**src/rtl/ext_bus_pkg.sv**
```systemverilog
// Shared constants, FSM state type and byte-lane merge
// for the external-bus register bank.
package ext_bus_pkg;

  localparam int unsigned STS_BASE_W = 32'h40;
  localparam int unsigned ID_W       = 32'hF0;
  localparam int unsigned IRQ_PEND_W = 32'hF1;
  localparam int unsigned IRQ_MASK_W = 32'hF2;
  localparam int unsigned ERR_CNT_W  = 32'hF3;

  localparam int MAX_DW = 64;
  localparam int MAX_BE = MAX_DW / 8;

  typedef enum logic [1:0] {
    ST_IDLE,
    ST_WAIT,
    ST_ACK,
    ST_REL
  } bus_state_e;

  function automatic logic [MAX_DW-1:0] lane_merge(
    input logic [MAX_DW-1:0] old_v,
    input logic [MAX_DW-1:0] new_v,
    input logic [MAX_BE-1:0] be
  );
    logic [MAX_DW-1:0] r;
    r = old_v;
    for (int i = 0; i < MAX_BE; i++) begin
      if (be[i]) r[i*8 +: 8] = new_v[i*8 +: 8];
    end
    return r;
  endfunction

endpackage

```
**src/rtl/ext_bus_irq_ctrl.sv**
```systemverilog
// Interrupt controller: rising-edge detect, W1C pending,
// mask register, registered level irq output.
module ext_bus_irq_ctrl
  import ext_bus_pkg::*;
#(
  parameter int N_IRQ = 4
) (
  input  logic             clk,
  input  logic             rst,
  input  logic [N_IRQ-1:0] irq_src,
  input  logic             pend_clr_en,
  input  logic [N_IRQ-1:0] pend_clr,
  input  logic             mask_wr_en,
  input  logic [N_IRQ-1:0] mask_wd,
  output logic [N_IRQ-1:0] pend,
  output logic [N_IRQ-1:0] mask,
  output logic             irq
);

  logic [N_IRQ-1:0] src_q;
  logic [N_IRQ-1:0] rise;
  logic [N_IRQ-1:0] clr;

  assign rise = irq_src & ~src_q;
  assign clr  = pend_clr_en ? pend_clr : '0;

  always_ff @(posedge clk) begin
    if (rst) begin
      src_q <= '0;
      pend  <= '0;
      mask  <= '0;
      irq   <= 1'b0;
    end else begin
      src_q <= irq_src;
      // a new edge beats a simultaneous clear
      pend  <= (pend & ~clr) | rise;
      if (mask_wr_en) mask <= mask_wd;
      irq   <= |(pend & mask);
    end
  end

endmodule

```
**src/rtl/ext_bus_reg_bank.sv**
```systemverilog
// Bridge-side register bank: ctrl regs, status regs, ID,
// IRQ pend/mask, saturating error counter, delayed ack.
module ext_bus_reg_bank
  import ext_bus_pkg::*;
#(
  parameter int          ADDR_W    = 10,
  parameter int          DATA_W    = 32,
  parameter int          N_CTRL    = 8,
  parameter int          N_STS     = 8,
  parameter int          N_IRQ     = 4,
  parameter int          ACK_DELAY = 1,
  parameter logic [31:0] ID_VALUE  = 32'h5C7A_0001
) (
  input  logic                     clk_clk,
  input  logic                     reset_reset,
  input  logic [ADDR_W-1:0]        bus_address,
  input  logic                     bus_enable,
  input  logic [DATA_W/8-1:0]      bus_byte_enable,
  input  logic                     bus_rw,
  input  logic [DATA_W-1:0]        bus_write_data,
  output logic [DATA_W-1:0]        bus_read_data,
  output logic                     bus_acknowledge,
  output logic                     bus_irq,
  output logic [N_CTRL*DATA_W-1:0] ctrl_out,
  output logic [N_CTRL-1:0]        ctrl_wr_strobe,
  input  logic [N_STS*DATA_W-1:0]  sts_in,
  input  logic [N_IRQ-1:0]         irq_src
);

  localparam int BE_W = DATA_W / 8;

  function automatic logic [DATA_W-1:0] merge(
    input logic [DATA_W-1:0] o,
    input logic [DATA_W-1:0] n,
    input logic [BE_W-1:0]   b
  );
    logic [MAX_DW-1:0] r;
    r = lane_merge(MAX_DW'(o), MAX_DW'(n), MAX_BE'(b));
    return r[DATA_W-1:0];
  endfunction

  bus_state_e state_q, state_d;
  logic [3:0] cnt_q, cnt_d;

  logic [ADDR_W-3:0] cap_widx;
  logic              cap_rw;
  logic [BE_W-1:0]   cap_be;
  logic [DATA_W-1:0] cap_wd;

  logic [31:0] widx;
  logic is_ctrl, is_sts, is_id;
  logic is_pend, is_mask, is_err;
  logic mapped, ack, wr_go;

  logic [DATA_W-1:0] ctrl_q [N_CTRL];
  logic [15:0]       err_q;
  logic [DATA_W-1:0] rd_ctrl, rd_sts, rd;
  logic [DATA_W-1:0] wd_lanes, mask_mrg;
  logic [N_IRQ-1:0]  irq_pend, irq_mask;
  logic              tie_unused;

  assign widx    = 32'(cap_widx);
  assign is_ctrl = widx < N_CTRL;
  assign is_sts  = (widx >= STS_BASE_W) &&
                   (widx < STS_BASE_W + N_STS);
  assign is_id   = widx == ID_W;
  assign is_pend = widx == IRQ_PEND_W;
  assign is_mask = widx == IRQ_MASK_W;
  assign is_err  = widx == ERR_CNT_W;
  assign mapped  = is_ctrl | is_sts | is_id |
                   is_pend | is_mask | is_err;

  assign ack   = state_q == ST_ACK;
  assign wr_go = ack & ~cap_rw;

  always_ff @(posedge clk_clk) begin
    if (reset_reset) begin
      state_q <= ST_IDLE;
      cnt_q   <= '0;
    end else begin
      state_q <= state_d;
      cnt_q   <= cnt_d;
    end
  end

  always_comb begin
    state_d = state_q;
    cnt_d   = cnt_q;
    unique case (state_q)
      ST_IDLE: begin
        if (bus_enable) begin
          cnt_d   = 4'(ACK_DELAY - 1);
          state_d = (ACK_DELAY > 1) ? ST_WAIT : ST_ACK;
        end
      end
      ST_WAIT: begin
        if (!bus_enable) state_d = ST_IDLE;
        else if (cnt_q <= 4'd1) state_d = ST_ACK;
        else cnt_d = cnt_q - 4'd1;
      end
      ST_ACK:  state_d = ST_REL;
      ST_REL:  if (!bus_enable) state_d = ST_IDLE;
      default: state_d = ST_IDLE;
    endcase
  end

  always_ff @(posedge clk_clk) begin
    if (reset_reset) begin
      cap_widx       <= '0;
      cap_rw         <= 1'b0;
      cap_be         <= '0;
      cap_wd         <= '0;
      ctrl_q         <= '{default: '0};
      ctrl_wr_strobe <= '0;
      err_q          <= '0;
    end else begin
      ctrl_wr_strobe <= '0;
      if (state_q == ST_IDLE && bus_enable) begin
        cap_widx <= bus_address[ADDR_W-1:2];
        cap_rw   <= bus_rw;
        cap_be   <= bus_byte_enable;
        cap_wd   <= bus_write_data;
      end
      if (wr_go && is_ctrl) begin
        for (int k = 0; k < N_CTRL; k++) begin
          if (widx == k) begin
            ctrl_q[k] <= merge(ctrl_q[k], cap_wd, cap_be);
            ctrl_wr_strobe[k] <= 1'b1;
          end
        end
      end
      if (ack && !mapped) begin
        if (err_q != 16'hFFFF) err_q <= err_q + 16'd1;
      end else if (wr_go && is_err) begin
        err_q <= '0;
      end
    end
  end

  for (genvar k = 0; k < N_CTRL; k++) begin : g_out
    assign ctrl_out[k*DATA_W +: DATA_W] = ctrl_q[k];
  end

  always_comb begin
    rd_ctrl = '0;
    for (int k = 0; k < N_CTRL; k++) begin
      if (widx == k) rd_ctrl = ctrl_q[k];
    end
    rd_sts = '0;
    for (int k = 0; k < N_STS; k++) begin
      if (widx == STS_BASE_W + k)
        rd_sts = sts_in[k*DATA_W +: DATA_W];
    end
  end

  always_comb begin
    rd = '0;
    if (ack && cap_rw) begin
      unique case (1'b1)
        is_ctrl: rd = rd_ctrl;
        is_sts:  rd = rd_sts;
        is_id:   rd = DATA_W'(ID_VALUE);
        is_pend: rd = DATA_W'(irq_pend);
        is_mask: rd = DATA_W'(irq_mask);
        is_err:  rd = DATA_W'(err_q);
        default: rd = '0;
      endcase
    end
  end

  assign bus_read_data   = rd;
  assign bus_acknowledge = ack;

  assign wd_lanes = merge('0, cap_wd, cap_be);
  assign mask_mrg = merge(DATA_W'(irq_mask), cap_wd, cap_be);
  assign tie_unused = ^{bus_address[1:0],
                        wd_lanes, mask_mrg};

  ext_bus_irq_ctrl #(
    .N_IRQ(N_IRQ)
  ) u_irq (
    .clk        (clk_clk),
    .rst        (reset_reset),
    .irq_src    (irq_src),
    .pend_clr_en(wr_go & is_pend),
    .pend_clr   (wd_lanes[N_IRQ-1:0]),
    .mask_wr_en (wr_go & is_mask),
    .mask_wd    (mask_mrg[N_IRQ-1:0]),
    .pend       (irq_pend),
    .mask       (irq_mask),
    .irq        (bus_irq)
  );

endmodule

```
**config.mk**
```make
export PLATFORM = sky130hd
export DESIGN_NAME = ext_bus_reg_bank
export DESIGN_NICKNAME = d
export VERILOG_FILES = /design/src/rtl/ext_bus_pkg.sv /design/src/rtl/ext_bus_irq_ctrl.sv /design/src/rtl/ext_bus_reg_bank.sv
export SDC_FILE = /design/constraint.sdc
export NUM_CORES = 1
export LEC_CHECK = 0
export ABC_CLOCK_PERIOD_IN_PS = 2800
export BUFFER_PORTS_ARGS = -buffer_cell sky130_fd_sc_hd__buf_2
export CORE_AREA = 8 8 230 232
export DETAILED_ROUTE_END_ITERATION = 8
export DIE_AREA = 0 0 238 240
export HOLD_SLACK_MARGIN = 0.05
export SETUP_SLACK_MARGIN = 0.05
export SLEW_MARGIN = 20
export SYNTH_ARGS = -nofsm -noshare
export SYNTH_HDL_FRONTEND = slang
export SYNTH_SLANG_ARGS = --single-unit
```
**constraint.sdc**
```tcl
create_clock -name clk_clk -period 2.8 [get_ports clk_clk]
set_clock_uncertainty 0.1 [all_clocks]
set_input_delay 0.42 -clock clk_clk [delete_from_list [all_inputs] [get_ports clk_clk]]
set_output_delay 0.42 -clock clk_clk [all_outputs]
set_load 0.05 [all_outputs]
```
==> Implementation_results.wiki <==
{| class="wikitable"
! Metric !! Value
|-
| Synthesis-to-finish area growth || 58.34%
|-
| Fin Setup TNS || -15090 ps
|-
| Sequential-to-total area share from yosys stat || 39.62%
|-
| Wire length of the first global-routing pass || 141900 um
|-
| Final critical-path setup slack || -592.5 ps
|-
| Per-cell via count in the routed design || 5.805
|-
| Number of fill cells in the layout || 4576
|-
| Die Footprint || 57120 um2
|-
| Total overflow reported by the global router || 0
|-
| Remaining number of nets flagged by the antenna check after routing || 0
|-
| Top cells by instance count after synthesis || nand2_1 (397), a21oi_1 (393), dfxtp_1 (344), o21ai_0 (300), nor2_1 (174)
|-
| Maximum fanout along the worst path || 6
|-
| Setup repair after global routing missed its margin || yes
|-
| Category of the most critical setup path || register to output port
|-
| Maximum clock path buffer count || 3
|-
| Worst hold slack across all endpoints || 62.49 ps
|-
| Count of input and output buffers || 605
|-
| Most used standard cell by instance count after synthesis || nand2_1
|-
| Number of buffers inserted during clock tree synthesis || 38
|-
| Worst endpoint required time || 2280 ps
|-
| Starting utilization of the core area || 35.15%
|-
| Synth async-reset ratio || 0%
|-
| Number of distinct standard cells referenced by the synthesized netlist || 65
|-
| Worst Setup End Kind || output port
|-
| Most area-consuming cells after synthesis || dfxtp_1 (40%), a21oi_1 (11%), o21ai_0 (8.6%)
|-
| Final Net Count || 3405
|-
| Violations in the final reports || negative setup slack
|-
| Worst hold-check path type || input pin to register
|-
| Cell type with the largest total area after synthesis || dfxtp_1
|-
| Clock sink total || 344
|-
| Total detailed-routing wirelength || 102700 um
|-
| TritonCTS clock tree || done
|-
| Met1 track demand over resource || 40.90%
|-
| Run status || finished with violations
|-
| Number of H-tree branching levels || 2
|-
| Global Route met3 Usage || 7.059%
|-
| GR peak layer || met2
|-
| Share of the clock period used by the worst path after layout || 121.2%
|-
| Worst ir drop on vdd || 408.0 uV
|-
| Maximum number of pins on one net before global-route repair || 86
|-
| Cell chosen for the clock root || clkbuf_16
|-
| Pins Over Slew Limit || 0
|-
| Top achievable clock speed || 294.8 MHz
|-
| Final Hold Vio Count || 0
|-
| Core Footprint || 49450 um2
|-
| GR Util met2 || 53.83%
|-
| Average wire per standard cell || 27.07 um
|-
| Detailed Route Iter0 Violations || 2445
|-
| Final Non-Filler Cells || 3793
|-
| Number of top-level pins || 608
|-
| Detailed Routing Iterations Pass 1 || 6
|-
| Post-Syn Area per Cell || 7.551 um2
|-
| Tmin final || 3393 ps
|-
| Area after DPL || 23010 um2
|-
| CP peak stage delay || 550 ps
|-
| Residual DRC || 0
|-
| Flip-flop and latch count after synthesis || 344
|-
| Critical path data arrival time || 2870 ps
|-
| Post-DP HPWL || 76760 um
|-
| Width of the chip || 238 um
|-
| Clock slew at the register clock pins of the worst setup and hold paths || 60 ps
|-
| Power per cell area || 453.5 nW/um2
|-
| Crit start category || register
|-
| Syn Nets || 2615
|-
| Post-Syn Area || 17380 um2
|-
| # placed instances || 3586
|-
| Clock Latency Late Sink || 550 ps
|-
| Highest-delay cell along the critical path || or4_4
|-
| Share of final-layout standard cells stronger than drive strength 1 || 41.52%
|-
| Cell breakdown of the critical path || or4_4 > or3_4 > buf_12 > nor2_4 > a221oi_2 > nor3_2 > buf_4 > a211o_1 > buf_6
|-
| Non-Filler Cell Area, Final || 27520 um2
|-
| Primary FF master, synth || dfxtp_1
|-
| Cell leakage power || 10.73 nW
|-
| Via Count || 22020
|-
| All-Layer GR Usage || 32.72%
|-
| Synth warnings || 0
|-
| Vias in the first global route || 20980
|-
| Die span in y || 240 um
|-
| Number of antenna violations at the first check in global routing || 14
|-
| Transition at the pin with the smallest max-transition slack || 733.3 ps
|-
| MaxCap Viol Count || 0
|-
| Number of enable-type register cells in the synthesized netlist || 0
|-
| Global placement routability congestion || 1.011
|-
| Number of rows in the core area || 82
|-
| Worst rel slew slack || 51.05%
|-
| Share of the synthesized area in the top cell type || 39.62%
|-
| Setup violators final || 32
|-
| Cell count after synthesis || 2302
|}
## sequential cells by signal, summed over array words and instances, names as in the netlist
signal	flops
cap_widx	8
cnt_q	4
u_irq.pend	4
ctrl_wr_strobe	8
ctrl_out	256
cap_rw	1
err_q	16
cap_be	4
cap_wd	32
u_irq.mask	4
u_irq.src_q	4
state_q	2
u_irq.irq	1
## kinds of logic (layout without fill, tap and decap cells)
family	Yosys count	in the layout	synth area share (%)
other	0	9	0
DFF	344	344	39.62
muxes	66	66	5.989
and+or+nand+nor	714	714	17.45
buffers and inverters	235	1045	5.456
AOI/OAI and AO/OA	928	928	30.66
adders and majority gates	3	3	0.2160
xor gates and xnor gates	12	12	0.6046
## report_power, final
part	internal [mW]	switching [mW]	leakage, nW	total (mW)
combinational	1.09	1.37	7.36	2.46
sequential	4.96	0.159	2.78	5.11
clock	2.82	2.10	0.585	4.91
total	8.86	3.62	10.7	12.5
## area by class of cell
cell class	count	area [um2]	share of cell area (%)
inverter	10	37.54	0.1364
sequential	344	6907	25.09
clock buffer	51	1090	3.959
antenna	9	22.52	0.08183
tap	672	840.8	3.055
multi-input combinational	1723	11450	41.60
clock inverter	9	96.34	0.3500
timing repair buffer	975	7079	25.72
## worst paths after layout
kind | from | endpoint | slack [ps] | depth (start not counted)
worst min register to register | cap_be[3] | cap_be[3] | 380 | 2
worst max register to register | cap_widx[5] | ctrl_out[240] | 110 | 14
worst max-delay path | cap_widx[5] | bus_read_data[15] | -590 | 9
worst min-delay path | bus_address[9] | cap_widx[7] | 60 | 3
## worst max-delay path, delay by kind of cell, from the launching register on
family / cells / cell delay [ps]
buffers and inverters: 3 / 510
AOI/OAI and AO/OA: 2 / 210
DFF: 1 / 320
and+or+nand+nor: 4 / 1280
## layer usage
metal  vias up  wire, um
met5         -        11
met1     10760     40680
met4         2      5085
met2      1189     47840
li1       9866         -
met3       205      9048
## through the flow
stage / total power, mW / setup slack (ps) / util [%]
final: 12.48 / -592.5 / 55.66
after global routing: 12.82 / -616.4 / 55.66
after CTS: 12.19 / -610.2 / 52.41
after detailed placement: 7.062 / -296.9 / 46.53
after global placement: 7.041 / -298.7 / 46.53
after floorplan: 6.060 / -187.2 / -
## placed cells by master (no fill, tap or decap), types with 26 or more instances in the layout
cell,netlist,final
a21oi_1,393,375
buf_12,0,43
buf_2,35,573
buf_4,2,230
buf_6,2,60
clkbuf_16,0,48
dfxtp_1,344,336
dlygate4sd3_1,0,46
mux4_2,30,30
nand2_1,397,381
nor2_1,174,142
nor3_1,38,26
o21ai_0,300,284
## timing repair
item / CTS / global route
cloned: 2 / 11
endpoints found under the hold margin: 46 / 0
pin swaps: 54 / 82
resized for setup: 229 / 185
hold buffers: 46 / 0
buffers inserted: 27 / 59
setup endpoints to repair: 32 / 60
No activity file was read; power rests on OpenSTA's default activity.
